File: src/rtl/spatial_sequencer_pkg.sv
// Shared types and defaults for the spatial encoding sequencer.
// Optional feature macro: SPATIAL_SEQ_MOD_BIND_EN (second/final channel binding per modality).
package spatial_sequencer_pkg;

  typedef enum logic [1:0] {
    IDLE  = 2'd0,
    ACCUM = 2'd1,
    DONE  = 2'd2
  } seq_state_e;

  localparam int DEFAULT_MOD0_CHANNELS = 32;
  localparam int DEFAULT_MOD1_CHANNELS = 77;
  localparam int DEFAULT_MOD2_CHANNELS = 108;
  localparam int CHANNEL_IDX_WIDTH     = 8;

  function automatic int total_channels(input int mod0, input int mod1, input int mod2);
    return mod0 + mod1 + mod2;
  endfunction

endpackage

File: src/rtl/spatial_sequencer_modality_tracker.sv
// Tracks which modality the global channel index sits in and flags its first/second/last channel.
// With SPATIAL_SEQ_MOD_BIND_EN undefined the local offset register is dropped and second is tied low.
module modality_tracker
  import spatial_sequencer_pkg::*;
#(
  parameter int MOD0_CHANNELS = DEFAULT_MOD0_CHANNELS,
  parameter int MOD1_CHANNELS = DEFAULT_MOD1_CHANNELS,
  parameter int MOD2_CHANNELS = DEFAULT_MOD2_CHANNELS,
  parameter int IDX_WIDTH     = CHANNEL_IDX_WIDTH
) (
  input  logic                 Clk_CI,
  input  logic                 Reset_RBI,
  input  logic                 inc,
  input  logic                 clr,
  input  logic [IDX_WIDTH-1:0] channel_idx,
  output logic [1:0]           modality_idx,
  output logic                 mod_first,
  output logic                 mod_second,
  output logic                 mod_last
);

  localparam int LAST_CHANNEL = total_channels(MOD0_CHANNELS, MOD1_CHANNELS, MOD2_CHANNELS) - 1;

  localparam logic [IDX_WIDTH-1:0] BASE1 = IDX_WIDTH'(MOD0_CHANNELS);
  localparam logic [IDX_WIDTH-1:0] BASE2 = IDX_WIDTH'(MOD0_CHANNELS + MOD1_CHANNELS);
  localparam logic [IDX_WIDTH-1:0] END0  = IDX_WIDTH'(MOD0_CHANNELS - 1);
  localparam logic [IDX_WIDTH-1:0] END1  = IDX_WIDTH'(MOD0_CHANNELS + MOD1_CHANNELS - 1);
  localparam logic [IDX_WIDTH-1:0] END2  = IDX_WIDTH'(LAST_CHANNEL);

  logic [1:0] modality_q;

  // Boundaries are fixed by the parameters, so they are decoded straight from the global index.
  assign mod_first    = (channel_idx == '0) || (channel_idx == BASE1) || (channel_idx == BASE2);
  assign mod_last     = (channel_idx == END0) || (channel_idx == END1) || (channel_idx == END2);
  assign modality_idx = modality_q;

  always_ff @(posedge Clk_CI) begin
    if (!Reset_RBI || clr) begin
      modality_q <= 2'd0;
    end else if (inc && mod_last && (modality_q != 2'd2)) begin
      modality_q <= modality_q + 2'd1;
    end
  end

`ifdef SPATIAL_SEQ_MOD_BIND_EN
  logic [IDX_WIDTH-1:0] offset_q;

  always_ff @(posedge Clk_CI) begin
    if (!Reset_RBI || clr) begin
      offset_q <= '0;
    end else if (inc) begin
      offset_q <= mod_last ? '0 : offset_q + 1'b1;
    end
  end

  assign mod_second = (offset_q == IDX_WIDTH'(1));
`else
  assign mod_second = 1'b0;
`endif

endmodule

File: src/rtl/spatial_sequencer.sv
// Control FSM for the spatial encoding stage: walks all channels of one sample, then holds the result.
// Optional feature macro: SPATIAL_SEQ_MOD_BIND_EN enables the second/final-of-modality strobes.
module spatial_sequencer
  import spatial_sequencer_pkg::*;
#(
  parameter int MOD0_CHANNELS = DEFAULT_MOD0_CHANNELS,
  parameter int MOD1_CHANNELS = DEFAULT_MOD1_CHANNELS,
  parameter int MOD2_CHANNELS = DEFAULT_MOD2_CHANNELS,
  parameter int IDX_WIDTH     = CHANNEL_IDX_WIDTH
) (
  input  logic                 Clk_CI,
  input  logic                 Reset_RBI,
  input  logic                 ValidIn_SI,
  output logic                 ReadyOut_SO,
  input  logic                 FeatureValid_SI,
  output logic [IDX_WIDTH-1:0] ChannelIdx_DO,
  output logic [1:0]           ModalityIdx_DO,
  output logic                 AccEnable_SO,
  output logic                 AccFirst_SO,
  output logic                 AccStoreSecond_SO,
  output logic                 AccXorFinal_SO,
  output logic                 ValidOut_SO,
  input  logic                 ReadyIn_SI
);

  localparam logic [IDX_WIDTH-1:0] LAST_IDX =
    IDX_WIDTH'(total_channels(MOD0_CHANNELS, MOD1_CHANNELS, MOD2_CHANNELS) - 1);

  seq_state_e           state_q, state_d;
  logic [IDX_WIDTH-1:0] idx_q;
  logic                 inc, clr;
  logic                 mod_first, mod_second, mod_last;

  always_ff @(posedge Clk_CI) begin
    if (!Reset_RBI) begin
      state_q <= IDLE;
    end else begin
      state_q <= state_d;
    end
  end

  // The terminal channel moves to DONE without incrementing, so the index never wraps.
  always_comb begin
    state_d      = state_q;
    ReadyOut_SO  = 1'b0;
    AccEnable_SO = 1'b0;
    ValidOut_SO  = 1'b0;
    inc          = 1'b0;
    clr          = 1'b0;
    unique case (state_q)
      IDLE: begin
        ReadyOut_SO = 1'b1;
        if (ValidIn_SI) begin
          state_d = ACCUM;
          clr     = 1'b1;
        end
      end
      ACCUM: begin
        AccEnable_SO = FeatureValid_SI;
        if (FeatureValid_SI) begin
          if (idx_q == LAST_IDX) begin
            state_d = DONE;
          end else begin
            inc = 1'b1;
          end
        end
      end
      DONE: begin
        ValidOut_SO = 1'b1;
        if (ReadyIn_SI) begin
          state_d = IDLE;
          clr     = 1'b1;
        end
      end
      default: begin
        state_d = IDLE;
      end
    endcase
  end

  always_ff @(posedge Clk_CI) begin
    if (!Reset_RBI || clr) begin
      idx_q <= '0;
    end else if (inc) begin
      idx_q <= idx_q + 1'b1;
    end
  end

  modality_tracker #(
    .MOD0_CHANNELS(MOD0_CHANNELS),
    .MOD1_CHANNELS(MOD1_CHANNELS),
    .MOD2_CHANNELS(MOD2_CHANNELS),
    .IDX_WIDTH    (IDX_WIDTH)
  ) i_modality_tracker (
    .Clk_CI      (Clk_CI),
    .Reset_RBI   (Reset_RBI),
    .inc         (inc),
    .clr         (clr),
    .channel_idx (idx_q),
    .modality_idx(ModalityIdx_DO),
    .mod_first   (mod_first),
    .mod_second  (mod_second),
    .mod_last    (mod_last)
  );

  assign ChannelIdx_DO     = idx_q;
  assign AccFirst_SO       = AccEnable_SO && mod_first && (ModalityIdx_DO == 2'd0);
  assign AccStoreSecond_SO = AccEnable_SO && mod_second;
`ifdef SPATIAL_SEQ_MOD_BIND_EN
  assign AccXorFinal_SO    = AccEnable_SO && mod_last;
`else
  assign AccXorFinal_SO    = 1'b0;
`endif

endmodule

File: config.mk
export PLATFORM = sky130hd
export DESIGN_NAME = spatial_sequencer
export DESIGN_NICKNAME = d
export VERILOG_FILES = /design/src/rtl/spatial_sequencer_pkg.sv /design/src/rtl/spatial_sequencer_modality_tracker.sv /design/src/rtl/spatial_sequencer.sv
export SDC_FILE = /design/constraint.sdc
export NUM_CORES = 1
export LEC_CHECK = 0
export BUFFER_PORTS_ARGS = -buffer_cell sky130_fd_sc_hd__buf_2
export CORE_MARGIN = 8
export CORE_UTILIZATION = 35
export DETAILED_ROUTE_END_ITERATION = 7
export HOLD_SLACK_MARGIN = 0.06
export PLACE_DENSITY = 0.53
export RECOVER_POWER = 50
export SLEW_MARGIN = 20
export SYNTH_ARGS = -nofsm -noshare
export SYNTH_HDL_FRONTEND = slang
export SYNTH_SLANG_ARGS = --single-unit
File: constraint.sdc
create_clock -name Clk_CI -period 2.3 [get_ports Clk_CI]
set_input_delay 0.115 -clock Clk_CI [delete_from_list [all_inputs] [get_ports Clk_CI]]
set_output_delay 0.115 -clock Clk_CI [all_outputs]
set_load 0.02 [all_outputs]
==> results.py, run 1 <==
metrics = {
    "grt": {
        "grt_use_total": 0.0972,
        "antenna_found_initial": 0,
        "grt_max_degree": 10,
        "grt_pass1_wl_um": 2730,
        "grt-ovfl-total": 0,
        "grt_pass1_vias": 617,
    },
    "power_and_ir_drop": {
        "total_leakage_power_nw": 0.332,
        "ir_worst_vdd_mv": 0.319,
        "cellPowerDensity_nw_per_um2": 494,
    },
    "timing": {
        "slew_viol_final": 0,
        "setup_viol": 0,
        "hold_ws_ns": 0.0842,
        "post-route-period-util": 0.705,
        "fin_worst_skew_ns": 0.00342,
        "finalHoldViolations": 0,
        "clock.fmax_mhz": 617,
        "tns_ns": 0,
        "rsz0062_at_grt": "no",
        "timing.final.crit_period_ns": 1.62,
    },
    "place": {
        "dpl.cell_count": 128,
        "placed_area_sq_um": 847,
        "port_buffers": 18,
        "gp_congestion": 0.812,
        "post-dp-hpwl_um": 1280,
    },
    "clock_tree": {
        "cts_resized": 0,
        "cts_made_buffers": 3,
        "cts_root_buf": "clkbuf_4",
        "clk_pin_slew_ns": 0.08,
        "clk_path_buf_depth": 2,
        "cts_sinks": 12,
        "postCtsSetupRepairBufs": 0,
        "cts_hold_buf": 0,
        "htree_levels": 1,
        "cts_tree": "done",
        "clk_latency_ns": 0.28,
    },
    "setup_path": {
        "reg2reg_setup_slack_ns": 0.68,
        "rr_endpoint": "ChannelIdx_DO[3]$_SDFFE_PP0P_",
        "worstSetupEndpointType": "flop",
        "path_class": "reg2reg",
        "cp-start-kind": "flop",
        "arrival_ns": 1.85,
        "r2r_cells": 6,
        "r2r_start": "ChannelIdx_DO[0]$_SDFFE_PP0P_",
        "critPathRequiredTime_ns": 2.52,
        "path_max_fanout": 7,
    },
    "drt": {
        "antenna_left": 0,
        "drt_wl_total_um": 1630,
        "avgRoutedWirePerCell_um": 12.3,
        "dr.first_iter.drc_count": 21,
        "first_pass_iters": 4,
        "vias": 645,
        "vias_per_cell": 4.89,
        "drc_errors": 0,
    },
    "run": {
        "maxCapViolCount": 0,
    },
    "finish": {
        "syn_to_final_growth_pct": 16.8,
        "layout.cells.non_filler": 132,
        "fin_area_sq_um": 868,
        "finalCoreUtilization": 0.438,
        "fillers": 219,
        "drive_gt1_frac": 0.124,
        "antennaDiodeCount": 0,
        "nets": 116,
    },
    "floorplan": {
        "fp.dieArea_sq_um": 3850,
        "num_rows": 16,
        "design.core.area_sq_um": 1980,
        "die_y_um": 62.1,
        "start_util": 0.375,
        "fp.dieW_um": 62.1,
        "pin_count": 21,
    },
    "synthesis": {
        "synth_top_area_frac": 0.323,
        "yosysTopAreaCell": "dfxtp_1",
        "syn_area_sq_um": 743,
        "ys.flop_type": "dfxtp_1",
        "avgSynthCellArea_sq_um": 8.74,
        "ys_types": 37,
        "ys_top_cells_by_count": "dfxtp_1, nand2_1, nor2_1",
        "synth-edff-count": 0,
        "async_flop_share": 0,
        "ys_seq_area_frac": 0.323,
        "synth.area.top_cells": "dfxtp_1, ha_1, mux2i_1",
        "ys_warn_count": 0,
        "netlist_instances": 85,
        "synth_most_common_cell": "dfxtp_1",
        "synth_seq_cells": 12,
    },
    "worst_hold_path": {
        "worstHoldStart": "Reset_RBI",
        "hold_end": "state_q[1]$_SDFFE_PN0P_",
        "min_path_type": "in2reg",
        "whs_path_depth": 2,
    },
    "run_status": {
        "status": "completed",
    },
}
-- registers in the layout (all words and copies together), names as in the netlist --
| name | flops |
|---|---|
| ChannelIdx_DO | 8 |
| state_q | 2 |
| i_modality_tracker.modality_idx | 2 |
-- per-stage QoR --
step                setup slack (ns)  total power, W
floorplan                      0.618        0.000249
global placement               0.715        0.000260
detailed placement             0.664        0.000260
CTS                            0.663        0.000433
global route                   0.549        0.000452
finish                         0.679        0.000429
-- final cells by class --
| cell class | instances | area, sq um | area share |
|---|---|---|---|
| clock buffer | 4 | 36.3 | 0.0418 |
| inverter | 5 | 18.8 | 0.0216 |
| multi-input combinational | 65 | 457 | 0.526 |
| sequential | 12 | 240 | 0.277 |
| tap | 27 | 33.8 | 0.0389 |
| timing repair buffer | 19 | 82.6 | 0.0951 |
-- cells in the final DEF (no fill, tap or decap), types with 2 or more instances in the layout --
cell type,netlist,layout
buf_2,1,6
and3b_1,2,2
nor3_1,2,2
dfxtp_1,12,12
nor2_1,8,8
ha_1,5,5
conb_1,1,2
xor2_1,4,4
clkbuf_4,0,3
nand3_1,2,2
nand4_1,4,4
clkbuf_1,0,12
mux2i_1,4,4
a21oi_1,2,2
inv_1,5,5
nand2_1,9,9
-- where the power goes --
part           switching (W)  total (W)  internal (W)
clock              0.0000780   0.000174     0.0000963
combinational      0.0000264  0.0000415     0.0000151
sequential        0.00000319   0.000213      0.000210
-- per-layer routing --
metal / track usage / part of all wire / vias up / wire length (um)
li1: - / - / 335 / -
met1: 0.113 / 0.49 / 294 / 789
met2: 0.152 / 0.44 / 12 / 720
met3: 0.0309 / 0.056 / 4 / 91
met4: 0.0584 / 0.015 / 0 / 25
met5: 0 / 0 / - / 0
-- worst max-delay path by stage --
stage                                  startpoint                                         endpoint  slack (ns)  cells after the start
CTS                 ChannelIdx_DO[0]$_SDFFE_PP0P_  i_modality_tracker.modality_idx[0]$_SDFFE_PP0P_        0.66                      6
global route        ChannelIdx_DO[0]$_SDFFE_PP0P_  i_modality_tracker.modality_idx[1]$_SDFFE_PP0P_        0.55                      6
finish              ChannelIdx_DO[0]$_SDFFE_PP0P_                    ChannelIdx_DO[3]$_SDFFE_PP0P_        0.68                      6
global placement    ChannelIdx_DO[0]$_SDFFE_PP0P_                    ChannelIdx_DO[3]$_SDFFE_PP0P_        0.71                      6
floorplan           ChannelIdx_DO[0]$_SDFFE_PP0P_                    ChannelIdx_DO[3]$_SDFFE_PP0P_        0.62                      6
detailed placement  ChannelIdx_DO[0]$_SDFFE_PP0P_  i_modality_tracker.modality_idx[0]$_SDFFE_PP0P_        0.66                      6
-- kinds of logic after synthesis --
kind of cell    Yosys count  synth area share
other cells               1           0.00505
compound gates           11             0.123
mux                       4            0.0539
xor+xnor                  5            0.0589
buf+inv                   9            0.0673
flops                    12             0.323
fa+ha+maj                 5            0.0842
simple gates             38             0.285
-- critical path, stage by stage (launching register included) --
cell      delay (ns)
dfxtp_1         0.39
inv_1           0.09
ha_1            0.23
nand4b_1        0.19
o31ai_4         0.12
or4_1           0.48
nand2_1         0.07
No activity file was read; power rests on OpenSTA's default activity.
==> inputs of run 2 (changes only) <==
--- a/config.mk
+++ b/config.mk
@@ -5,12 +5,13 @@
 export SDC_FILE = /design/constraint.sdc
 export NUM_CORES = 1
 export LEC_CHECK = 0
+export ABC_AREA = 1
 export BUFFER_PORTS_ARGS = -buffer_cell sky130_fd_sc_hd__buf_2
 export CORE_MARGIN = 8
 export CORE_UTILIZATION = 35
 export DETAILED_ROUTE_END_ITERATION = 7
 export HOLD_SLACK_MARGIN = 0.06
-export PLACE_DENSITY = 0.53
+export PLACE_DENSITY = 0.52
 export RECOVER_POWER = 50
 export SLEW_MARGIN = 20
 export SYNTH_ARGS = -nofsm -noshare
==> constraint.sdc (replaced) <==
create_clock -name Clk_CI -period 1.5 [get_ports Clk_CI]
set_input_delay 0.075 -clock Clk_CI [delete_from_list [all_inputs] [get_ports Clk_CI]]
set_output_delay 0.075 -clock Clk_CI [all_outputs]
set_load 0.02 [all_outputs]
==> run 2 against run 1 <==
Net effect:
- cell count rose by 45%
- clock skew is 0.0041 ns higher
- clock power rose by 20%
- synthesized area up 16%
- non-clock buffer count is 3 higher
- core utilization increased by 0.27 points
- first-iteration DRC count up 19%
- worst hold slack lost 0.012 ns
- critical path type is now reg2out
- largest cell class unchanged
- largest power group unchanged
==> results.py, run 2 <==
metrics = {
    "setup_path": {
        "critPathRequiredTime_ns": 1.42,
        "critPathBufInv": 2,
        "cp-start-kind": "flop",
        "critical_path_depth": 5,
        "cpMostUsedCell": "buf_4",
        "worstSetupEndpointType": "output pin",
        "path_cells": "buf_4, nor3_2, nand3_1, a21oi_2, buf_4",
        "rr_endpoint": "ChannelIdx_DO[5]$_SDFFE_PP0P_",
        "arrival_ns": 1.35,
        "path_max_fanout": 5,
        "slowest_stage": "dfxtp_1",
        "r2r_cells": 10,
        "reg2reg_setup_slack_ns": 0.13,
        "r2r_start": "ChannelIdx_DO[1]$_SDFFE_PP0P_",
        "path_class": "reg2out",
        "cp_top_family": "flip-flops",
        "cpPeakStageDelay_ns": 0.35,
    },
    "grt": {
        "grt_max_degree": 10,
        "grt_pass1_wl_um": 3460,
        "grt_use_total": 0.101,
        "grt_pass1_vias": 826,
        "grt-ovfl-total": 0,
        "antenna_found_initial": 0,
    },
    "timing": {
        "rsz0062_at_grt": "yes",
        "post-route-period-util": 0.953,
        "clock.fmax_mhz": 700,
        "slew_viol_final": 0,
        "setup_viol": 0,
        "setup_slack_ns": 0.0708,
        "finalHoldViolations": 0,
        "timing.final.crit_period_ns": 1.43,
        "fin_worst_skew_ns": 0.00752,
    },
    "finish": {
        "nets": 174,
        "antennaDiodeCount": 0,
        "largest_register_ffs": 8,
        "drive_gt1_frac": 0.296,
        "fillers": 264,
        "fin_area_sq_um": 1060,
        "ff_latch_area_sq_um": 248,
        "syn_to_final_growth_pct": 22.9,
        "layout_common_cells": "nand2_1, inv_1, nor2_1, buf_2",
        "multi_input_area_sq_um": 533,
        "layout_commonest_cell": "nand2_1",
    },
    "synthesis": {
        "synth_top_area_frac": 0.278,
        "syn_area_sq_um": 865,
        "avgSynthCellArea_sq_um": 6.31,
        "ys_top_cells_by_count": "nand2_1, inv_1, nor2_1",
        "synth.area.top_cells": "dfxtp_1, nand2_1, inv_1",
        "ys.flop_type": "dfxtp_1",
        "synth-edff-count": 0,
        "netlist_instances": 137,
        "yosysTopAreaCell": "dfxtp_1",
        "ys_types": 21,
        "ys_warn_count": 0,
        "synth_seq_cells": 12,
        "synth_most_common_cell": "nand2_1",
        "ys_seq_area_frac": 0.278,
        "async_flop_share": 0,
    },
    "drt": {
        "vias": 875,
        "first_pass_iters": 2,
        "drc_errors": 0,
        "drt_wl_total_um": 2100,
        "vias_per_cell": 4.56,
        "antenna_left": 0,
        "avgRoutedWirePerCell_um": 10.9,
        "dr.first_iter.drc_count": 25,
    },
    "worst_hold_path": {
        "hold_end": "state_q[0]$_SDFFE_PN0P_",
        "worstHoldStart": "ValidIn_SI",
        "min_path_type": "in2reg",
        "whs_path_depth": 3,
    },
    "floorplan": {
        "start_util": 0.359,
        "fp.dieW_um": 65.7,
        "fp.dieArea_sq_um": 4320,
        "die_y_um": 65.7,
        "design.core.area_sq_um": 2410,
        "num_rows": 18,
        "pin_count": 21,
    },
    "clock_tree": {
        "clk_pin_slew_ns": 0.07,
        "cts_root_buf": "clkbuf_4",
        "cts_tree": "done",
        "clk_latency_ns": 0.28,
        "cts_sinks": 12,
        "htree_levels": 1,
        "cts_made_buffers": 3,
        "clk_path_buf_depth": 2,
    },
    "power_and_ir_drop": {
        "total_leakage_power_nw": 0.482,
        "ir_worst_vdd_mv": 0.466,
        "cellPowerDensity_nw_per_um2": 594,
        "finalPower_w": 0.000631,
    },
    "place": {
        "post-dp-hpwl_um": 1600,
        "pre_cts_slack_ns": 0.0739,
        "port_buffers": 18,
        "gp_congestion": 0.792,
        "placed_area_sq_um": 1000,
    },
    "run": {
        "maxCapViolCount": 0,
    },
    "run_status": {
        "status": "completed",
    },
}
==> run 2: cell families after synthesis <==
family          count (synthesis)  synth area share
other cells                     1           0.00434
simple gates                   73             0.401
buf+inv                        30             0.139
fa+ha+maj                       5            0.0724
xor+xnor                        2            0.0203
flops                          12             0.278
compound gates                 14            0.0854
==> run 2: routing by layer <==
metal,wire (um),GRT usage,vias to the layer above
met5,0,0,-
met4,21,0.0409,0
met3,89,0.0391,2
met2,975,0.164,14
met1,1010,0.117,390
li1,-,-,469
==> run 2: timing repair <==
item,4_1_cts,5_1_grt
resized for setup,3,10
endpoints found under the setup margin,1,9
cloned,0,1
pin swaps,0,3
hold endpoints to repair,2,0
buffers inserted,0,0
hold buffers,1,0
==> run 2: worst max path at each step <==
stage	start	end	slack, ns
final	ChannelIdx_DO[3]$_SDFFE_PP0P_	AccFirst_SO	0.07
after global routing	ChannelIdx_DO[0]$_SDFFE_PP0P_	ChannelIdx_DO[3]$_SDFFE_PP0P_	-0.02
after CTS	ChannelIdx_DO[3]$_SDFFE_PP0P_	AccFirst_SO	0.03
after detailed placement	ChannelIdx_DO[1]$_SDFFE_PP0P_	ChannelIdx_DO[5]$_SDFFE_PP0P_	0.07
after global placement	ChannelIdx_DO[0]$_SDFFE_PP0P_	ChannelIdx_DO[4]$_SDFFE_PP0P_	0.11
after floorplan	ChannelIdx_DO[1]$_SDFFE_PP0P_	ChannelIdx_DO[4]$_SDFFE_PP0P_	0.01
==> run 2: per-stage QoR <==
step | hold WS, ns | std cells | util | setup TNS [ns]
6_report | 0.0718 | 192 | 0.441 | 0
4_1_cts | 0.0788 | 191 | 0.432 | 0
5_1_grt | 0.0926 | 192 | 0.441 | -0.0307
3_3_place_gp | 0.335 | 187 | 0.417 | 0
3_5_place_dp | 0.338 | 187 | 0.417 | 0
2_1_floorplan | 0.207 | 138 | - | 0
==> run 2: final cells by class <==
| class | instances | share of cell area |
|---|---|---|
| multi-input cells | 97 | 0.502 |
| flip-flops and latches | 12 | 0.233 |
| repair buffers | 22 | 0.110 |
| inverters | 28 | 0.0989 |
| well taps | 30 | 0.0353 |
| clock buffers | 3 | 0.0212 |
==> run 2: power by group <==
group	internal, W	total, W	switching (W)
registers	0.000324	0.000327	0.00000361
logic	0.0000325	0.0000960	0.0000636
clock network	0.0000932	0.000208	0.000115
total	0.000449	0.000631	0.000182
==> run 2: worst min-delay path: stages <==
cell and delay, ns:
buf_2 0.10, nand2_1 0.07, a21oi_1 0.06
==> inputs of run 3 (changes only) <==
--- a/config.mk
+++ b/config.mk
@@ -5,13 +5,12 @@
 export SDC_FILE = /design/constraint.sdc
 export NUM_CORES = 1
 export LEC_CHECK = 0
-export ABC_AREA = 1
 export BUFFER_PORTS_ARGS = -buffer_cell sky130_fd_sc_hd__buf_2
 export CORE_MARGIN = 8
 export CORE_UTILIZATION = 35
 export DETAILED_ROUTE_END_ITERATION = 7
 export HOLD_SLACK_MARGIN = 0.06
-export PLACE_DENSITY = 0.52
+export PLACE_DENSITY = 0.53
 export RECOVER_POWER = 50
 export SLEW_MARGIN = 20
 export SYNTH_ARGS = -nofsm -noshare
==> run 3 against run 2 <==
Net effect:
- flip-flop and latch count did not move
- largest cell class unchanged
- die area fell by 11%
- global-route usage rose by 0.98 points
- first-iteration DRC count fell by 52%
- wire length fell by 8.3%
- clock skew rose by 0.0049 ns
- register-to-register slack got worse by 0.12 ns
- sequential share of layout area rose by 0.77 points
- worst hold slack improved by 0.075 ns
==> results.py, run 3 (same netlist as run 1, synthesis figures left out) <==
metrics = {
    "run_status": {
        "status": "completed",
    },
    "timing": {
        "setup_slack_ns": 0.00665,
        "fin_worst_skew_ns": 0.0124,
        "rsz0062_at_grt": "yes",
        "slew_viol_final": 0,
        "tns_ns": 0,
        "finalHoldViolations": 0,
        "clock.fmax_mhz": 670,
        "timing.final.crit_period_ns": 1.49,
        "post-route-period-util": 0.996,
        "setup_viol": 0,
    },
    "power_and_ir_drop": {
        "ir_worst_vdd_mv": 0.470,
        "total_leakage_power_nw": 0.440,
        "cellPowerDensity_nw_per_um2": 573,
        "finalPower_w": 0.000613,
    },
    "finish": {
        "antennaDiodeCount": 0,
        "layout_common_cells": "buf_4, nand2_1, buf_2, nor2_1, clkbuf_1",
        "drive_gt1_frac": 0.364,
        "layout_commonest_cell": "buf_4",
        "nets": 132,
        "largest_register_ffs": 8,
        "layout.cells.non_filler": 148,
        "fin_area_sq_um": 1070,
        "syn_to_final_growth_pct": 43.9,
    },
    "drt": {
        "avgRoutedWirePerCell_um": 13.0,
        "vias_per_cell": 4.77,
        "vias": 706,
        "drc_errors": 0,
        "drt_wl_total_um": 1920,
        "dr.first_iter.drc_count": 12,
        "antenna_left": 0,
        "first_pass_iters": 4,
    },
    "floorplan": {
        "fp.dieArea_sq_um": 3850,
        "pin_count": 21,
        "num_rows": 16,
        "design.core.area_sq_um": 1980,
        "fp.dieW_um": 62.1,
        "start_util": 0.375,
        "die_y_um": 62.1,
    },
    "setup_path": {
        "reg2reg_setup_slack_ns": 0.007,
        "cp-start-kind": "flop",
        "worstSetupEndpointType": "flop",
        "arrival_ns": 1.67,
        "path_class": "reg2reg",
        "critPathRequiredTime_ns": 1.68,
        "path_max_fanout": 7,
    },
    "grt": {
        "grt_use_total": 0.111,
        "antenna_found_initial": 0,
        "grt_pass1_vias": 715,
        "grt-ovfl-total": 0,
        "grt_max_degree": 8,
        "grt_pass1_wl_um": 3150,
    },
    "place": {
        "port_buffers": 18,
        "pre_cts_slack_ns": -0.0484,
        "post-dp-hpwl_um": 1470,
        "gp_congestion": 0.843,
        "placed_area_sq_um": 967,
        "dpl.cell_count": 141,
    },
    "clock_tree": {
        "cts_tree": "done",
        "cts_sinks": 12,
        "clk_path_buf_depth": 2,
        "cts_made_buffers": 3,
        "cts_root_buf": "clkbuf_4",
        "clk_pin_slew_ns": 0.08,
        "clk_latency_ns": 0.28,
        "htree_levels": 1,
    },
    "worst_hold_path": {
        "min_path_type": "in2reg",
    },
    "run": {
        "maxCapViolCount": 0,
    },
}
==> run 3: per-layer routing <==
metal	vias up	global-route usage	routed length, um	share of wire
li1	369	-	-	-
met1	320	0.122	904	0.47
met2	15	0.187	910	0.47
met3	2	0.0556	96	0.050
met4	0	0.0260	12	0.0062
met5	-	0	0	0
==> run 3: power by group <==
group	internal (W)	leakage [nW]	total, W	switching (W)
Sequential	0.000316	0.101	0.000318	0.00000212
Combinational	0.0000385	0.323	0.0000878	0.0000492
Clock	0.0000964	0.0154	0.000207	0.000111
Total	0.000450	0.440	0.000613	0.000162
==> run 3: layout make-up <==
| cell class | count | area (sq um) |
|---|---|---|
| fill | 192 | 912 |
| multi-input combinational | 65 | 500 |
| sequential | 12 | 258 |
| timing repair buffer | 35 | 228 |
| tap | 27 | 33.8 |
| inverter | 5 | 23.8 |
| clock buffer | 3 | 22.5 |
| clock inverter | 1 | 3.75 |
==> run 3: through the flow <==
stage                     utilization  hold slack [ns]
after floorplan                     -            0.203
after global placement          0.488            0.342
after detailed placement        0.488            0.344
after CTS                       0.521            0.143
after global routing            0.540            0.182
final                           0.540            0.147
==> run 3: worst paths after layout <==
path | startpoint | endpoint | cells after the start
hold / removal | ReadyIn_SI | state_q[1]$_SDFFE_PN0P_ | 4
setup reg to reg | ChannelIdx_DO[1]$_SDFFE_PP0P_ | ChannelIdx_DO[1]$_SDFFE_PP0P_ | 6
hold reg to reg | i_modality_tracker.modality_idx[0]$_SDFFE_PP0P_ | i_modality_tracker.modality_idx[0]$_SDFFE_PP0P_ | 2
setup / recovery | ChannelIdx_DO[1]$_SDFFE_PP0P_ | ChannelIdx_DO[1]$_SDFFE_PP0P_ | 6
==> run 3: worst max-delay path: stages, from the launching register on <==
cell and delay [ns]:
dfxtp_4 0.36, inv_4 0.06, ha_4 0.12, nand4b_1 0.19, o31ai_4 0.40, mux2i_1 0.23
nor2_1 0.05
==> run 3: repair_timing <==
| item | in CTS | in global routing |
|---|---|---|
| endpoints found under the setup margin | 8 | 9 |
| cloned | 0 | 0 |
| gates resized for setup | 7 | 12 |
| setup buffers | 1 | 2 |
| hold buffers | 1 | 0 |
| hold endpoints to repair | 1 | 0 |
| pin swaps | 2 | 5 |
